<file path="src/rtl/demux8_scheduler.sv">
// Round-robin burst sequencer feeding an 8-way demux from one valid/ready stream; optional beat counter under DEMUX_SCHED_STATS_EN.
// Latency: one cycle from input accept to out_valid/out_data (single holding register).
// Backpressure: in_ready drops while the held beat is blocked by out_ready[sel]; out_data is stable until consumed.
module demux8_scheduler #(
  parameter int WIDTH = 8,
  parameter int BURST = 4
) (
  input  logic             clk,
  input  logic             rst,
  input  logic [WIDTH-1:0] in_data,
  input  logic             in_valid,
  output logic             in_ready,
  input  logic [7:0]       chan_en,
  output logic [WIDTH-1:0] out_data,
  output logic [7:0]       out_valid,
  input  logic [7:0]       out_ready,
  output logic [2:0]       sel,
  output logic             busy,
  output logic [15:0]      beat_cnt
);

  typedef enum logic [1:0] {
    ARB   = 2'd0,
    XFER  = 2'd1,
    DRAIN = 2'd2
  } state_t;

  localparam logic [7:0] BURST_C = 8'(BURST);

  state_t           state, state_nxt;
  logic [2:0]       ptr, ptr_nxt;
  logic [7:0]       cnt, cnt_nxt;
  logic             hold_valid, hold_valid_nxt;
  logic [WIDTH-1:0] hold_data, hold_data_nxt;

  logic             found;
  logic [2:0]       grant;
  logic             accept;
  logic             consume;

  // Held beat leaves when the granted channel is ready; other channels' ready bits are ignored.
  assign consume = hold_valid && out_ready[ptr];
  assign accept  = in_valid && in_ready;

  // Round-robin search starting one past the current pointer; the current channel is tried last.
  always_comb begin
    found = 1'b0;
    grant = ptr;
    for (int i = 1; i <= 8; i++) begin
      if (!found && chan_en[ptr + 3'(i)]) begin
        found = 1'b1;
        grant = ptr + 3'(i);
      end
    end
  end

  // Next-state, holding register update and input handshake.
  always_comb begin
    state_nxt      = state;
    ptr_nxt        = ptr;
    cnt_nxt        = cnt;
    hold_valid_nxt = hold_valid;
    hold_data_nxt  = hold_data;
    in_ready       = 1'b0;

    if (consume) begin
      hold_valid_nxt = 1'b0;
    end

    case (state)
      ARB: begin
        if (found) begin
          ptr_nxt   = grant;
          cnt_nxt   = 8'd0;
          state_nxt = XFER;
        end
      end
      XFER: begin
        // Disabling the channel blocks the handshake in the same cycle.
        in_ready = chan_en[ptr] && (cnt < BURST_C) && (!hold_valid || out_ready[ptr]);
        if (in_valid && in_ready) begin
          hold_data_nxt  = in_data;
          hold_valid_nxt = 1'b1;
          cnt_nxt        = cnt + 8'd1;
          if (cnt + 8'd1 == BURST_C) begin
            state_nxt = DRAIN;
          end
        end
        if (!chan_en[ptr]) begin
          state_nxt = DRAIN;
        end
      end
      DRAIN: begin
        // A held beat is always delivered, even if its channel was disabled.
        if (!hold_valid || consume) begin
          state_nxt = ARB;
        end
      end
      default: begin
        state_nxt = ARB;
      end
    endcase
  end

  // State and holding register; reset discards any held beat.
  always_ff @(posedge clk) begin
    if (rst) begin
      state      <= ARB;
      ptr        <= 3'd7;
      cnt        <= 8'd0;
      hold_valid <= 1'b0;
      hold_data  <= '0;
    end else begin
      state      <= state_nxt;
      ptr        <= ptr_nxt;
      cnt        <= cnt_nxt;
      hold_valid <= hold_valid_nxt;
      hold_data  <= hold_data_nxt;
    end
  end

  assign out_data  = hold_data;
  assign out_valid = hold_valid ? (8'h01 << ptr) : 8'h00;
  assign sel       = ptr;
  assign busy      = (state != ARB);

`ifdef DEMUX_SCHED_STATS_EN
  logic [15:0] beat_q;

  // Count beats consumed downstream; wraps naturally at 16 bits.
  always_ff @(posedge clk) begin
    if (rst) begin
      beat_q <= 16'd0;
    end else if (consume) begin
      beat_q <= beat_q + 16'd1;
    end
  end

  assign beat_cnt = beat_q;
`else
  assign beat_cnt = 16'd0;
`endif

  // accept is only meaningful for readers of this file; keep it referenced.
  logic unused_accept;
  assign unused_accept = accept;

endmodule

</file>
<file path="config.mk">
export PLATFORM = sky130hd
export DESIGN_NAME = demux8_scheduler
export DESIGN_NICKNAME = d
export VERILOG_FILES = /design/src/rtl/demux8_scheduler.sv
export SDC_FILE = /design/constraint.sdc
export NUM_CORES = 1
export LEC_CHECK = 0
export ABC_AREA = 1
export CORE_ASPECT_RATIO = 0.75
export CORE_MARGIN = 2
export CORE_UTILIZATION = 45
export DETAILED_ROUTE_END_ITERATION = 8
export PLACE_DENSITY = 0.78
export SKIP_CTS_REPAIR_TIMING = 1
export SKIP_LAST_GASP = 1
export SYNTH_ARGS = -nofsm -noshare
export SYNTH_HDL_FRONTEND = slang
export SYNTH_SLANG_ARGS = --single-unit
</file>
<file path="constraint.sdc">
create_clock -name clk -period 3.15 [get_ports clk]
set_clock_uncertainty 0.05 [all_clocks]
set_input_delay 0.4725 -clock clk [delete_from_list [all_inputs] [get_ports clk]]
set_output_delay 0.4725 -clock clk [all_outputs]
set_load 0.005 [all_outputs]
</file>
==> flow_summary.yaml <==
synthesis:
  syn_inst: 311
  ys.flop_type: "dfxtp_1"
  synth-edff-count: 0
  synth_most_common_cell: "nand2_1"
  synth_warnings: 0
  avgSynthCellArea_um2: 6.36
  yosysSeqAreaShare: 0.223
  yosysTopAreaCellShare: 0.223
  synth_area_um2: 1980
  synth_cell_type_count: 29
  ys_seq_elements: 22
  synth_area_leaders: "dfxtp_1, nand2_1, nor2_1"
  yosys-top-cells-count: "nand2_1, nor2_1, nand3_1"
  async_flop_share: 0
  yosysTopAreaCell: "dfxtp_1"
clocking:
  clockRootBuffer: "clkbuf_8"
  cts-buffers-inserted: 3
  cts_buffer_depth: 2
  clkLatencyLatePin_ns: 0.26
  h-tree-depth: 1
  clk_pin_slew_ns: 0.07
  cts_sinks: 22
  cts_tree: "yes"
global_route:
  grt_pass1_wl_mm: 7.66
  grt-ovfl-total: 0
  first_global_vias: 1704
  antenna_found_initial: 0
  grt_max_degree: 17
  grt_use_total: 0.198
floorplan:
  rows: 20
  dieArea_um2: 4940
  chipWidth_um: 80.5
  chipHeight_um: 61.4
  start_util: 0.479
  pin_count: 64
  core_area_um2: 4130
worst_setup_path:
  max_stage_delay_ns: 0.49
  cpMaxStageDelayCell: "clkdlybuf4s50_1"
  path_common_cell: "nand2_1"
  worstPathCellList: "clkdlybuf4s50_1 > nand2_1 > nand3_1 > nand2_1 > o21ai_2 > nand2_1 > nor2_1 > nand2_1 > inv_2 > clkdlybuf4s50_1"
  cp.required_ns: 2.63
  path_max_fanout: 2
  cp-end-kind: "output pin"
  path_class: "primary input to output pin"
  cp_top_family: "buffers and inverters"
  crit_arrival_ns: 2.22
  crit_buf_inv: 3
  start_kind: "primary input"
finish:
  final_core_util: 0.596
  final_cell_area_um2: 2460
  antenna_cells: 0
  area_delta_synth_final_pct: 24.6
  nets: 395
  instances_no_fill: 411
  layout-drive-gt1-share: 0.110
sta:
  max_freq_mhz: 365
  setup_tns_ns: 0
  maxSlewHeadroom: 0.582
  setup_viol: 0
  min_period_ns: 2.74
  hold_violations: 0
  worst_pin_slew_ns: 0.625
  finalCritPeriodShare: 0.870
  grt_setup_unrepaired: "false"
  slew_violations: 0
place:
  gp_congestion: 1.02
  io_buffers: 47
  dp.cells: 408
  dpl-instance-area_um2: 2420
  dpl.hpwl_mm: 3.66
outcome:
  status: "finished, final reports clean"
routing:
  via_count: 2023
  wire_per_inst_um: 11.3
  first_pass_iters: 5
  ant_nets: 0
  drt_iter0_markers: 118
  via_per_inst: 4.92
  drc: 0
  routed_wl_mm: 4.63
pwr:
  p_leak_nw: 1.13
  power_density_nw_per_um2: 847
  peakVddDrop_mv: 0.506
  finalPower_mw: 2.09
flow_run:
  maxCapViolCount: 0
hold_path:
  hold_class: "register to register"
==> registers in the layout (all words and copies together) (netlist names) <==
name        flops
cnt             8
out_data        8
state           2
hold_valid      1
sel             3
==> routing by layer <==
layer  track usage  up-vias  part of all wire
met5             0        -                 0
met4        0.0363        0            0.0060
met3        0.0396        4             0.093
met2         0.307       85              0.41
met1         0.289      891              0.49
li1              -     1043                 -
==> per-stage QoR <==
step	setup slack [ns]	hold WS [ns]
after floorplan	0.858	0.419
after global placement	0.449	0.415
after detailed placement	0.413	0.428
after CTS	0.411	0.442
after global routing	0.201	0.459
final	0.410	0.435
==> cell families (layout without fill, tap and decap cells) <==
group | after synthesis | after routing | synth area share
xor+xnor | 6 | 6 | 0.0266
compound gates | 28 | 28 | 0.0747
simple gates | 183 | 183 | 0.451
fa+ha+maj | 10 | 10 | 0.0633
buf+inv | 61 | 91 | 0.160
other cells | 1 | 16 | 0.00190
flops | 22 | 22 | 0.223
==> path summary, 6_finish.rpt <==
path,start,end,slack [ns],depth (start not counted)
setup / recovery,chan_en[0],in_ready,0.41,10
hold / removal,out_data[1],out_data[1],0.44,2
setup reg to reg,sel[0],sel[0],0.69,14
hold reg to reg,out_data[1],out_data[1],0.44,2
==> where the power goes <==
group	leakage (nW)	switching, mW	internal, mW
sequential	0.179	0.0477	0.329
clock	0.0216	0.0840	0.0853
combinational	0.931	0.993	0.547
==> worst register-to-register path, cell delays in order, from the launching register on <==
cell	delay, ns
dfxtp_1	0.32
inv_2	0.26
ha_1	0.36
inv_1	0.23
nand3_1	0.13
nand3_1	0.12
nand2_2	0.11
nor2_8	0.14
nand4_4	0.12
nor2_4	0.13
nand2_1	0.09
nand3_2	0.10
nor2_1	0.06
nor2_1	0.09
nand2_1	0.06
==> final cells by class <==
cell class	instances	area, um2
fillers	427	1670
multi-input cells	243	1280
repair buffers	50	493
flip-flops and latches	22	440
inverters	38	143
well taps	55	68.8
clock buffers	3	41.3
==> cell usage in the layout, fill, tap and decap left out, drive strengths merged <==
cell	instances
nor3	10
a21oi	8
nor2	53
conb	16
ha	10
dfxtp	22
nand3	36
o21ai	20
nand2	74
inv	38
buf	3
xnor2	1
clkbuf	3
clkdlybuf4s50	47
nand4	9
xor2	5
nor3b	1
Power figures use the tool's default switching activity.
